$ cat config.mk
export PLATFORM = sky130hd
export DESIGN_NAME = pipe_skid_stage
export DESIGN_NICKNAME = d
export VERILOG_FILES = /design/src/rtl/pipe_pkg.sv /design/src/rtl/pipe_entry_reg.sv /design/src/rtl/pipe_skid_stage.sv
export SDC_FILE = /design/constraint.sdc
export NUM_CORES = 1
export LEC_CHECK = 0
export ABC_CLOCK_PERIOD_IN_PS = 2700
export CORE_ASPECT_RATIO = 0.6
export CORE_UTILIZATION = 52
export CTS_CLUSTER_DIAMETER = 40
export CTS_CLUSTER_SIZE = 40
export DETAILED_ROUTE_END_ITERATION = 16
export PLACE_DENSITY_LB_ADDON = 0.12
export SKIP_LAST_GASP = 1
export SLEW_MARGIN = 20
export SYNTH_ARGS = -nofsm -noshare
export SYNTH_HDL_FRONTEND = slang
export SYNTH_SLANG_ARGS = --single-unit
export TNS_END_PERCENT = 1
$ cat constraint.sdc
create_clock -name clk_i -period 2.7 [get_ports clk_i]
set_clock_uncertainty 0.1 [all_clocks]
set_input_delay 0.81 -clock clk_i [delete_from_list [all_inputs] [get_ports clk_i]]
set_output_delay 0.81 -clock clk_i [all_outputs]
set_load 0.01 [all_outputs]
$ cat src/rtl/pipe_pkg.sv
`default_nettype none
// ============================================================================
// Module  : pipe_pkg
// Purpose : Shared definitions for the writeback skid stage: default payload
//           widths, writeback-control bit positions and the occupancy-state
//           encoding used by pipe_skid_stage.
// Ports   : none (package)
// Config  : PIPE_SKID_STAGE_PERF_EN (consumed by pipe_skid_stage)
// Revision: 1.0 - initial release
// ============================================================================
package pipe_pkg;

  // Default widths of the writeback payload.
  localparam int DATA_W_DEF = 32;
  localparam int CTRL_W_DEF = 2;
  localparam int REG_W_DEF  = 5;

  // Positions inside the writeback-control field.
  localparam int WB_REGWRITE_BIT = 1;
  localparam int WB_MEMTOREG_BIT = 0;

  // Occupancy encoding; the code equals the number of held entries.
  typedef enum logic [1:0] {
    OCC_EMPTY = 2'd0,
    OCC_ONE   = 2'd1,
    OCC_FULL  = 2'd2
  } occ_state_e;

endpackage : pipe_pkg
`default_nettype wire

$ cat src/rtl/pipe_entry_reg.sv
`default_nettype none
// ============================================================================
// Module  : pipe_entry_reg
// Purpose : One payload slot of the skid stage. Loads d when load is high,
//           clears to zero on reset or on clr (clr wins over load).
// Ports   : clk   - clock, rising edge
//           rst_n - synchronous active-low reset
//           clr   - synchronous clear
//           load  - load enable
//           d     - next payload
//           q     - held payload
// Config  : none
// Revision: 1.0 - initial release
// ============================================================================
module pipe_entry_reg
  import pipe_pkg::*;
#(
  parameter int WIDTH = 8
) (
  input  logic             clk,
  input  logic             rst_n,
  input  logic             clr,
  input  logic             load,
  input  logic [WIDTH-1:0] d,
  output logic [WIDTH-1:0] q
);

  always_ff @(posedge clk) begin
    if (!rst_n) begin
      q <= '0;
    end else if (clr) begin
      q <= '0;
    end else if (load) begin
      q <= d;
    end
  end

endmodule : pipe_entry_reg
`default_nettype wire

$ cat src/rtl/pipe_skid_stage.sv
`default_nettype none
// ============================================================================
// Module  : pipe_skid_stage
// Purpose : Two-entry writeback pipeline stage (head + skid register) with a
//           registered in_ready_o, so upstream ready never depends
//           combinationally on out_ready_i. Entries leave in acceptance order.
// Ports   : clk_i, rst_n_i         - clock, synchronous active-low reset
//           flush_i                - discard all held entries
//           in_valid_i/in_ready_o  - upstream handshake
//           in_wb_i/in_rdata_i/in_alu_i/in_rd_i - upstream payload
//           out_valid_o/out_ready_i - downstream handshake
//           out_wb_o/out_rdata_o/out_alu_o/out_rd_o - head payload
//           count_o                - occupancy 0..2
//           stall_cnt_o            - stall counter (PIPE_SKID_STAGE_PERF_EN only)
// Config  : PIPE_SKID_STAGE_PERF_EN adds the 32-bit stall counter output.
// Revision: 1.0 - initial release
// ============================================================================
module pipe_skid_stage
  import pipe_pkg::*;
#(
  parameter int DATA_W = DATA_W_DEF,
  parameter int CTRL_W = CTRL_W_DEF,
  parameter int REG_W  = REG_W_DEF
) (
  input  logic              clk_i,
  input  logic              rst_n_i,
  input  logic              flush_i,
  input  logic              in_valid_i,
  output logic              in_ready_o,
  input  logic [CTRL_W-1:0] in_wb_i,
  input  logic [DATA_W-1:0] in_rdata_i,
  input  logic [DATA_W-1:0] in_alu_i,
  input  logic [REG_W-1:0]  in_rd_i,
  output logic              out_valid_o,
  input  logic              out_ready_i,
  output logic [CTRL_W-1:0] out_wb_o,
  output logic [DATA_W-1:0] out_rdata_o,
  output logic [DATA_W-1:0] out_alu_o,
  output logic [REG_W-1:0]  out_rd_o,
  output logic [1:0]        count_o
`ifdef PIPE_SKID_STAGE_PERF_EN
  ,
  output logic [31:0]       stall_cnt_o
`endif
);

  localparam int ENTRY_W = CTRL_W + 2 * DATA_W + REG_W;

  occ_state_e          r_state;
  occ_state_e          w_state_nxt;
  logic                r_in_ready;

  logic                w_accept;
  logic                w_pop;
  logic                w_head_load;
  logic                w_head_from_skid;
  logic                w_skid_load;

  logic [CTRL_W-1:0]   w_in_wb;
  logic [ENTRY_W-1:0]  w_in_entry;
  logic [ENTRY_W-1:0]  w_head_d;
  logic [ENTRY_W-1:0]  w_head_q;
  logic [ENTRY_W-1:0]  w_skid_q;

  logic [CTRL_W-1:0]   w_head_wb;

  // --------------------------------------------------------------------------
  // Handshake
  // --------------------------------------------------------------------------
  assign in_ready_o  = r_in_ready;
  assign out_valid_o = (r_state != OCC_EMPTY);
  assign w_accept    = in_valid_i && r_in_ready;
  assign w_pop       = out_valid_o && out_ready_i;
  assign count_o     = r_state;

  // A write to register 0 is meaningless, so RegWrite is dropped on entry.
  always_comb begin
    w_in_wb = in_wb_i;
    if (in_rd_i == '0) begin
      w_in_wb[WB_REGWRITE_BIT] = 1'b0;
    end
  end

  assign w_in_entry = {w_in_wb, in_rdata_i, in_alu_i, in_rd_i};
  assign w_head_d   = w_head_from_skid ? w_skid_q : w_in_entry;

  // --------------------------------------------------------------------------
  // Occupancy state machine
  // --------------------------------------------------------------------------
  always_ff @(posedge clk_i) begin
    if (!rst_n_i) begin
      r_state    <= OCC_EMPTY;
      r_in_ready <= 1'b1;
    end else begin
      r_state    <= w_state_nxt;
      // Ready is precomputed from the next state so it can be a flop output.
      r_in_ready <= (w_state_nxt != OCC_FULL);
    end
  end

  always_comb begin
    w_state_nxt      = r_state;
    w_head_load      = 1'b0;
    w_head_from_skid = 1'b0;
    w_skid_load      = 1'b0;

    case (r_state)
      OCC_EMPTY: begin
        if (w_accept) begin
          w_state_nxt = OCC_ONE;
          w_head_load = 1'b1;
        end
      end
      OCC_ONE: begin
        if (w_accept && w_pop) begin
          w_head_load = 1'b1;
        end else if (w_accept) begin
          w_state_nxt = OCC_FULL;
          w_skid_load = 1'b1;
        end else if (w_pop) begin
          w_state_nxt = OCC_EMPTY;
        end
      end
      OCC_FULL: begin
        // No accept is possible here: in_ready_o is low while FULL.
        if (w_pop) begin
          w_state_nxt      = OCC_ONE;
          w_head_load      = 1'b1;
          w_head_from_skid = 1'b1;
        end
      end
      default: begin
        w_state_nxt = OCC_EMPTY;
      end
    endcase

    // Flush drops everything, including a same-cycle incoming entry; the head
    // payload is left untouched so the outputs just hold while invalid.
    if (flush_i) begin
      w_state_nxt      = OCC_EMPTY;
      w_head_load      = 1'b0;
      w_head_from_skid = 1'b0;
      w_skid_load      = 1'b0;
    end
  end

  // --------------------------------------------------------------------------
  // Payload storage
  // --------------------------------------------------------------------------
  pipe_entry_reg #(
    .WIDTH (ENTRY_W)
  ) u_head_reg (
    .clk   (clk_i),
    .rst_n (rst_n_i),
    .clr   (1'b0),
    .load  (w_head_load),
    .d     (w_head_d),
    .q     (w_head_q)
  );

  pipe_entry_reg #(
    .WIDTH (ENTRY_W)
  ) u_skid_reg (
    .clk   (clk_i),
    .rst_n (rst_n_i),
    .clr   (flush_i),
    .load  (w_skid_load),
    .d     (w_in_entry),
    .q     (w_skid_q)
  );

  assign {w_head_wb, out_rdata_o, out_alu_o, out_rd_o} = w_head_q;

  // An invalid head must not cause a register write downstream.
  assign out_wb_o = out_valid_o ? w_head_wb : '0;

  // --------------------------------------------------------------------------
  // Optional stall counter (not affected by flush)
  // --------------------------------------------------------------------------
`ifdef PIPE_SKID_STAGE_PERF_EN
  logic [31:0] r_stall_cnt;

  always_ff @(posedge clk_i) begin
    if (!rst_n_i) begin
      r_stall_cnt <= '0;
    end else if (out_valid_o && !out_ready_i) begin
      r_stall_cnt <= r_stall_cnt + 32'd1;
    end
  end

  assign stall_cnt_o = r_stall_cnt;
`endif

endmodule : pipe_skid_stage
`default_nettype wire
==> qor.yml, run 1 <==
status: "finished clean"
critPathMaxFanout: 7
path_class: "reg -> out"
numCtsBuffers: 17
cp_cell_sequence: "or2_1 > and2_1 > clkdlybuf4s50_1"
chipHeight_um: 93.1
wl_um: 16500
place.gp.congestion: 0.812
min_path_type: "reg -> reg"
start_util_pct: 54.7
post_cts_buffers: 0
reg2reg_depth: 5
synth_top_cell_area_share_pct: 40.3
drt-initial-drc-count: 360
drtPass1Iterations: 4
critPathLaunchType: "register"
p_sw_share_pct: 23.3
powerDensity_nw_per_um2: 593
worst-slew-pin-transition_ns: 0.796
synth_largest_area_cell: "dfxtp_1"
ys_seq_area_share_pct: 40.3
slowest_delay_ns: 0.48
clock_path_buffers: 2
post_cts_resized: 0
hold_depth: 2
clock_latency_ns: 0.41
rsz0062_at_grt: "false"
wire_per_inst_um: 16.9
yosysUniqueCellTypes: 28
final-instance-count-excl-fill: 981
cts.sinks: 145
combPwrFrac_pct: 14.2
p_sw_mw: 1.24
finalMaxSlewViolations: 0
via_count: 5538
drc: 0
final_cell_area_sq_um: 8940
drtAntennaViolNets: 0
htree_levels: 4
root_buffer: "clkbuf_16"
dp_cells: 949
syn_nets: 813
path_clk_slew_ns: 0.06
grt_pass1_vias: 5247
synth.cell_area_sq_um: 7200
worstHoldStart: "u_skid_reg.q[4]"
synth-seq-cells: 145
p_clk_share_pct: 43.1
antenna_found_initial: 0
worst_ep_arrival_time_ns: 1.69
leakagePower_nw: 3.32
avgSynthCellArea_sq_um: 9.77
cp.required_ns: 1.79
cts_tree: "done"
timing.slew.headroom_pct: 46.9
n_antenna_cell: 0
die_w_um: 154
drive_above_1_share_pct: 17.1
synthTopCellsByArea: "dfxtp_1 40%, mux2_4 14%, o311a_1 9.9%"
grt_use_total_pct: 23.6
dieArea_sq_um: 14300
r2r_slack_ns: 0.76
nets: 874
num_io_pins: 151
rows: 32
yosys_warnings: 0
period_share_pct: 96.2
worstSetupEndpointType: "output pin"
irDropWorstVdd_v: 0.000367
area_growth_pct: 24.2
grt_max_degree: 130
dp_hpwl_um: 10900
cts_hold_buffers: 0
max_freq_mhz: 385
layout_commonest_cell: "clkdlybuf4s50_1"
coreArea_sq_um: 13200
finalSetupViolations: 0
grt-ovfl-total: 0
period_minus_slack_ns: 2.60
utilization_pct: 67.9
crit_slowest_cell: "clkdlybuf4s50_1"
drv_cap: 0
p_int_mw: 4.06
mostFrequentLayoutCells: "148 x clkdlybuf4s50_1, 145 x nand2_1, 144 x dfxtp_1"
hold_violations: 0
grt_pass1_wl_um: 26700
io_buffers: 150
timing.rr.start: "count_o[0]"
synth_cells: 737
p_seq_share_pct: 42.7
viasPerCell: 5.65
place_area_sq_um: 8360
crit_start: "count_o[1]"
[kinds of logic (layout without fill, tap and decap cells)]
| family | count (synthesis) | count (layout) | share of synthesized area, % |
|---|---|---|---|
| buffers and inverters | 141 | 215 | 13.1 |
| AND/OR/NAND/NOR | 161 | 161 | 9.28 |
| AO/OA/AOI/OAI | 220 | 220 | 22.8 |
| multiplexers | 70 | 70 | 14.5 |
| flip-flops | 145 | 145 | 40.3 |
[worst paths after layout]
path,to
max reg2reg,u_head_reg.q[29]
min,u_skid_reg.q[4]
max,out_wb_o[1]
min reg2reg,u_skid_reg.q[4]
[worst max-delay path, delay by kind of cell (launching register included)]
family	cells	cell delay [ns]
flops	1	0.35
buf+inv	1	0.48
simple gates	2	0.44
[through the flow]
stage          hold WS [ns]  setup TNS [ns]  total power, mW  setup WS (ns)
2_1_floorplan         0.333               0             2.77          0.492
3_3_place_gp          0.339           -1.09             3.04         -0.146
3_5_place_dp          0.346           -1.70             3.06         -0.147
4_1_cts               0.354               0             5.33         0.0107
5_1_grt               0.372               0             5.50         0.0621
6_report              0.355               0             5.30          0.104
[state kept, by name (all words and copies together), names as in the netlist]
| signal | count |
|---|---|
| u_head_reg.q | 71 |
| count_o | 2 |
| in_ready_o | 1 |
| u_skid_reg.q | 71 |
[area by class of cell]
cell class                      count  area [sq um]
Clock inverter                     10           110
Tap cell                          170           213
Inverter                            1          3.75
Timing Repair Buffer              182          1870
Clock buffer                       22           464
Fill cell                         980          4230
Multi-Input combinational cell    451          3370
Sequential cell                   145          2900
[synth_stat cells (all sizes together)]
cell,instances
dfxtp,145
nand2,145
buf,94
a21oi,74
o21bai,71
o311a,71
mux2,70
clkbuf,46
and2,2
nand2b,2
nor3,2
o21ai,2
or2,2
or3,2
and4bb,1
inv,1
nand3,1
nand3b,1
nor2,1
nor2b,1
o21ba,1
o22a,1
or4,1
[power by group through the flow]
| stage | clock network (mW) | logic [mW] | registers [mW] |
|---|---|---|---|
| after floorplan | 0 | 0.479 | 2.29 |
| after global placement | 0 | 0.735 | 2.30 |
| after detailed placement | 0 | 0.752 | 2.31 |
| after CTS | 2.31 | 0.756 | 2.26 |
| after global routing | 2.42 | 0.807 | 2.27 |
| final | 2.28 | 0.754 | 2.26 |
[per-layer routing]
| layer | share of wire, % | vias to the layer above | global-route usage (%) |
|---|---|---|---|
| met5 | 0 | - | 0 |
| met3 | 6.4 | 21 | 5.70 |
| li1 | - | 2670 | - |
| met4 | 1.2 | 0 | 7.08 |
| met1 | 47 | 2663 | 31.6 |
| met2 | 46 | 184 | 37.7 |
Note: power is estimated with default switching activity, not from simulation.
==> run 2, diff against run 1 <==
--- a/config.mk
+++ b/config.mk
@@ -7,6 +7,7 @@
 export LEC_CHECK = 0
 export ABC_CLOCK_PERIOD_IN_PS = 2700
 export CORE_ASPECT_RATIO = 0.6
+export CORE_MARGIN = 10
 export CORE_UTILIZATION = 52
 export CTS_CLUSTER_DIAMETER = 40
 export CTS_CLUSTER_SIZE = 40
==> qor.yml, run 2 (same netlist as run 1, synthesis figures left out) <==
grt_use_total_pct: 18.5  # was 23.6%
status: "finished clean"  # unchanged
drtAntennaViolNets: 0  # unchanged
cts_tree: "done"  # unchanged
met1_usage_pct: 23.1  # was 31.6%
max_freq_mhz: 376  # was 385 MHz
final-instance-count-excl-fill: 983  # was 981
path_buf_inv: 1  # unchanged
finalMaxSlewViolations: 0  # unchanged
grt_pass1_wl_um: 28900  # was 26700 um
power_mw: 5.30  # about the same
start_util_pct: 53.0  # was 54.7%
viasPerCell: 5.58  # was 5.65
min_path_type: "reg -> reg"  # unchanged
cp_cell_sequence: "or2_1 > and2_1 > clkdlybuf4s50_1"  # unchanged
worstHoldStart: "u_skid_reg.q[45]"  # was u_skid_reg.q[4]
rows: 33  # was 32
hold_violations: 0  # unchanged
numCtsBuffers: 17  # unchanged
critPathMaxFanout: 8  # was 7
timing.slew.headroom_pct: 45.1  # was 46.9%
root_buffer: "clkbuf_16"  # unchanged
min_to: "u_skid_reg.q[45]"  # was u_skid_reg.q[4]
path_clk_slew_ns: 0.06  # about the same
slowest_delay_ns: 0.49  # was 0.48 ns
die_w_um: 172  # was 154 um
utilization_pct: 65.9  # was 67.9%
finalSetupViolations: 0  # unchanged
reg2reg_depth: 4  # was 5
clock_latency_ns: 0.41  # about the same
drtPass1Iterations: 4  # unchanged
n_antenna_cell: 0  # unchanged
htree_levels: 4  # unchanged
r2r_slack_ns: 0.81  # was 0.76 ns
area_growth_pct: 24.3  # was 24.2%
drt-initial-drc-count: 314  # was 360
wire_per_inst_um: 18.5  # was 16.9 um
grt-ovfl-total: 0  # unchanged
worst-slew-pin-transition_ns: 0.823  # was 0.796 ns
dp_hpwl_um: 12100  # was 10900 um
powerDensity_nw_per_um2: 592  # was 593 nW/um^2
clock_path_buffers: 2  # unchanged
wl_um: 18200  # was 16500 um
crit_family: "simple AND/OR/NAND/NOR gates"  # was buffers and inverters
io_buffers: 150  # unchanged
irDropWorstVdd_v: 0.000326  # was 0.000367 V
cts.sinks: 145  # unchanged
dieArea_sq_um: 19100  # was 14300 sq um
drv_cap: 0  # unchanged
crit_slowest_cell: "clkdlybuf4s50_1"  # unchanged
dp_cells: 953  # was 949
met2_usage_pct: 29.8  # was 37.7%
grt_pass1_vias: 5528  # was 5247
coreArea_sq_um: 13600  # was 13200 sq um
chipHeight_um: 111  # was 93.1 um
worstSetupEndpointType: "output pin"  # unchanged
path_class: "reg -> out"  # unchanged
period_share_pct: 98.5  # was 96.2%
rsz0062_at_grt: "false"  # unchanged
hold_slack_ns: 0.352  # was 0.355 ns
timing.rr.start: "count_o[0]"  # unchanged
grt.busiest_layer: "met2"  # unchanged
via_count: 5489  # was 5538
critPathLaunchType: "register"  # unchanged
grt_max_degree: 125  # was 130
worst_ep_arrival_time_ns: 1.75  # was 1.69 ns
mostFrequentLayoutCells: "148 x clkdlybuf4s50_1, 145 x nand2_1, 143 x dfxtp_1"  # was 148 x clkdlybuf4s50_1, 145 x nand2_1, 144 x dfxtp_1
drc: 0  # unchanged
drive_above_1_share_pct: 17.1  # about the same
num_io_pins: 151  # unchanged
r2r_end: "u_head_reg.q[40]"  # was u_head_reg.q[29]
grt_use_met3_pct: 5.80  # was 5.70%
cp.required_ns: 1.79  # about the same
antenna_found_initial: 0  # unchanged
post_cts_buffers: 0  # unchanged
leakagePower_nw: 3.32  # about the same
period_minus_slack_ns: 2.66  # was 2.60 ns
place.gp.congestion: 0.773  # was 0.812
hold_depth: 2  # unchanged
nets: 873  # was 874
layout_commonest_cell: "clkdlybuf4s50_1"  # unchanged
fillers: 1042  # was 980
run 2: area by class of cell:
type                            instances  area [sq um]  share of cell area [%]
Multi-Input combinational cell        451          3370                    37.7
Timing Repair Buffer                  181          1880                    21.0
Inverter                                1          3.75                  0.0420
Tap cell                              175           219                    2.45
Clock buffer                           21           460                    5.15
Clock inverter                          9           109                    1.22
Sequential cell                       145          2910                    32.5
run 2: per-layer routing:
metal  vias up  wire [um]
met5         -          0
met1      2645       8170
met2       158       8410
met3        18       1380
li1       2668          -
met4         0        255
run 2: tightest hold or removal path: stages (launching register included):
cell	delay [ns]
dfxtp_1	0.30
nand2_1	0.05
a21oi_1	0.05
run 2: stage by stage:
stage                     worst slack (ns)  cell area (sq um)  TNS [ns]
after CTS                           0.0279               8950         0
final                               0.0411               8950         0
after floorplan                      0.492               7200         0
after global routing                0.0131               8950         0
after detailed placement            -0.152               8380     -2.41
after global placement              -0.107               8380     -1.23
run 2: power by group:
group	total, mW	switching [mW]	internal (mW)
Sequential	2.27	0.0457	2.22
Clock	2.28	0.876	1.40
Combinational	0.757	0.320	0.437
run 2: how the worst max path moves through the flow:
stage                     startpoint               end  slack [ns]  depth (start not counted)
after floorplan              flush_i   u_head_reg.q[0]        0.49                          5
after global placement    in_rd_i[1]  u_head_reg.q[70]       -0.11                          6
after detailed placement  in_rd_i[1]  u_head_reg.q[70]       -0.15                          6
after CTS                 count_o[0]       out_wb_o[1]        0.03                          3
after global routing      count_o[0]       out_wb_o[1]        0.01                          3
final                     count_o[0]       out_wb_o[1]        0.04                          3
run 2: timing repair:
item,4_1_cts,5_1_grt
hold endpoints to repair,0,0
gates resized for setup,2,0
hold buffers,0,0
endpoints found under the setup margin,2,0
==> run 3, diff against run 2 <==
--- a/config.mk
+++ b/config.mk
@@ -5,10 +5,11 @@
 export SDC_FILE = /design/constraint.sdc
 export NUM_CORES = 1
 export LEC_CHECK = 0
+export ABC_AREA = 1
 export ABC_CLOCK_PERIOD_IN_PS = 2700
 export CORE_ASPECT_RATIO = 0.6
 export CORE_MARGIN = 10
-export CORE_UTILIZATION = 52
+export CORE_UTILIZATION = 51
 export CTS_CLUSTER_DIAMETER = 40
 export CTS_CLUSTER_SIZE = 40
 export DETAILED_ROUTE_END_ITERATION = 16
==> constraint.sdc (replaced) <==
create_clock -name clk_i -period 2.7 [get_ports clk_i]
set_clock_uncertainty 0.1 [all_clocks]
set_input_delay 0.54 -clock clk_i [delete_from_list [all_inputs] [get_ports clk_i]]
set_output_delay 0.54 -clock clk_i [all_outputs]
set_load 0.01 [all_outputs]
==> qor.yml, run 3 <==
root_buffer: "clkbuf_16"  # unchanged
clock_latency_ns: 0.41  # about the same
numCtsBuffers: 17  # unchanged
syn_nets: 1042  # was 813
cts.sinks: 145  # unchanged
grt_max_degree: 99  # was 125
coreArea_sq_um: 13000  # was 13600 sq um
avgSynthCellArea_sq_um: 7.07  # was 9.77 sq um
drt-initial-drc-count: 402  # was 314
p_clk_share_pct: 47.4  # was 42.9%
worst_ep_arrival_time_ns: 1.69  # was 1.75 ns
yosys_warnings: 0  # unchanged
start_util_pct: 52.7  # was 53.0%
die_w_um: 169  # was 172 um
synth_largest_area_cell: "dfxtp_1"  # unchanged
drive_above_1_share_pct: 5.45  # was 17.1%
p_seq_share_pct: 40.4  # was 42.8%
max_freq_mhz: 429  # was 376 MHz
grt_use_total_pct: 18.0  # was 18.5%
finalMaxSlewViolations: 0  # unchanged
clock_path_buffers: 2  # unchanged
status: "finished clean"  # unchanged
synthTopCellsByArea: "dfxtp_1 42%, nand2_1 10%, nor2_1 8.4%"  # was dfxtp_1 40%, mux2_4 14%, o311a_1 9.9%
htree_levels: 4  # unchanged
mostFrequentLayoutCells: "183 x nand2_1, 153 x nor2_1, 149 x clkdlybuf4s50_1"  # was 148 x clkdlybuf4s50_1, 145 x nand2_1, 143 x dfxtp_1
path_class: "reg -> out"  # unchanged
path_clk_slew_ns: 0.06  # about the same
critPathLaunchType: "register"  # unchanged
yosysUniqueCellTypes: 22  # was 28
wl_um: 17100  # was 18200 um
area_growth_pct: 25.4  # was 24.3%
powerDensity_nw_per_um2: 653  # was 592 nW/um^2
synth_top_cell_area_share_pct: 42.5  # was 40.3%
leakagePower_nw: 3.46  # was 3.32 nW
final_cell_area_sq_um: 8570  # was 8950 sq um
cp.required_ns: 2.06  # was 1.79 ns
grt-ovfl-total: 0  # unchanged
cts_tree: "done"  # unchanged
timing.slew.headroom_pct: 45.3  # was 45.1%
period_minus_slack_ns: 2.33  # was 2.66 ns
min_path_type: "in -> reg"  # was reg -> reg
dp_cells: 1167  # was 953
post_cts_resized: 0  # was 2
hold_violations: 0  # unchanged
nets: 1092  # was 873
tns_ns: 0  # unchanged
post_cts_buffers: 0  # unchanged
viasPerCell: 4.87  # was 5.58
utilization_pct: 66.0  # was 65.9%
place_area_sq_um: 7900  # was 8380 sq um
drtAntennaViolNets: 0  # unchanged
m1WireLength_um: 8270  # was 8170 um
dieArea_sq_um: 18600  # was 19100 sq um
synth_common_cells: "183 x nand2_1, 153 x nor2_1, 145 x dfxtp_1"  # was 145 x dfxtp_1, 145 x nand2_1, 74 x a21oi_1
combPwrFrac_pct: 12.1  # was 14.3%
ys_async_sr_fraction_pct: 0  # unchanged
grt_pass1_vias: 5370  # was 5528
worst-slew-pin-transition_ns: 0.820  # was 0.823 ns
synth.cell_area_sq_um: 6830  # was 7200 sq um
worstSetupEndpointType: "output pin"  # unchanged
place.gp.congestion: 0.852  # was 0.773
ys_seq_area_share_pct: 42.5  # was 40.3%
final-instance-count-excl-fill: 1199  # was 983
worstHoldStart: "rst_n_i"  # was u_skid_reg.q[45]
met3_length_um: 1400  # was 1380 um
timing.rr.start: "count_o[1]"  # was count_o[0]
grt_pass1_wl_um: 27500  # was 28900 um
finalSetupViolations: 0  # unchanged
synth-seq-cells: 145  # unchanged
chipHeight_um: 110  # was 111 um
rsz0062_at_grt: "false"  # unchanged
p_sw_mw: 1.28  # was 1.24 mW
hold_depth: 3  # was 2
dp_hpwl_um: 11100  # was 12100 um
irDropWorstVdd_v: 0.000478  # was 0.000326 V
period_share_pct: 86.4  # was 98.5%
p_sw_share_pct: 22.8  # was 23.4%
power_mw: 5.59  # was 5.30 mW
cts_hold_buffers: 0  # unchanged
antenna_found_initial: 1  # was 0
synth_edf_count: 0  # unchanged
layout_commonest_cell: "nand2_1"  # was clkdlybuf4s50_1
topRoutingLayerUsed: "met4"  # unchanged
drtPass1Iterations: 5  # was 4
r2r_end: "u_head_reg.q[44]"  # was u_head_reg.q[40]
synthMostInstantiatedCell: "nand2_1"
synth_cells: 966  # was 737
reg2reg_depth: 8  # was 4
min_to: "count_o[0]"  # was u_skid_reg.q[45]
wire_per_inst_um: 14.2  # was 18.5 um
synth_flop_cell: "dfxtp_1"  # unchanged
critPathMaxFanout: 5  # was 8
r2r_slack_ns: 0.86  # was 0.81 ns
num_io_pins: 151  # unchanged
drv_cap: 0  # unchanged
drc: 0  # unchanged
io_buffers: 150  # unchanged
wl_met2_um: 7270  # was 8410 um
via_count: 5836  # was 5489
rows: 32  # was 33
p_int_mw: 4.32  # was 4.06 mW
run 3: cell types whose count changed after synthesis, moves of 12 or more:
cell	previous run	this run
o21ai_1	0	51
buf_2	16	33
nand2_1	145	183
inv_1	1	68
o21ai_0	2	75
nand3b_1	0	70
o311a_1	71	0
o21bai_1	71	0
mux2_4	68	0
buf_1	0	12
clkbuf_1	46	17
nor2_1	1	153
run 3: per-layer routing:
metal	GRT usage [%]	vias to the layer above
li1	-	3101
met1	23.7	2575
met2	27.4	149
met3	6.70	11
met4	4.72	0
met5	0	-
run 3: worst max-delay path by stage:
| stage | startpoint | to | depth (start not counted) |
|---|---|---|---|
| 2_1_floorplan | in_valid_i | u_skid_reg.q[70] | 7 |
| 3_3_place_gp | flush_i | u_head_reg.q[50] | 8 |
| 6_report | count_o[0] | out_wb_o[1] | 5 |
| 5_1_grt | count_o[0] | out_wb_o[1] | 5 |
| 3_5_place_dp | out_ready_i | u_head_reg.q[16] | 9 |
| 4_1_cts | count_o[0] | out_wb_o[1] | 5 |
run 3: layout make-up:
cell class                      instances  area [sq um]
Antenna cell                            1          2.50
Clock buffer                           18           429
Clock inverter                         13           235
Fill cell                            1149          4400
Inverter                               75           282
Multi-Input combinational cell        613          2870
Sequential cell                       145          2900
Tap cell                              170           213
Timing Repair Buffer                  164          1640
run 3: metrics by stage:
step                hold WS, ns  setup slack (ns)
floorplan                 0.324              1.09
global placement          0.336             0.203
detailed placement        0.339             0.163
CTS                       0.321             0.353
global route              0.368             0.257
finish                    0.335             0.367
run 3: cell families after synthesis:
group | count (synthesis) | synth area share [%]
AND/OR/NAND/NOR | 415 | 27.1
flip-flops | 145 | 42.5
buffers and inverters | 208 | 15.9
AO/OA/AOI/OAI | 198 | 14.5
run 3: power by group through the flow:
stage	Clock [mW]	Sequential [mW]	Combinational, mW
floorplan	0	2.30	0.437
global placement	0	2.31	0.675
detailed placement	0	2.31	0.681
CTS	2.70	2.26	0.686
global route	2.78	2.27	0.757
finish	2.65	2.26	0.680
run 3: worst max-delay path: stages (launching register included):
cell,delay (ns)
dfxtp_1,0.40
inv_2,0.08
nand2_1,0.10
inv_1,0.06
nor2_1,0.09
clkdlybuf4s50_1,0.54
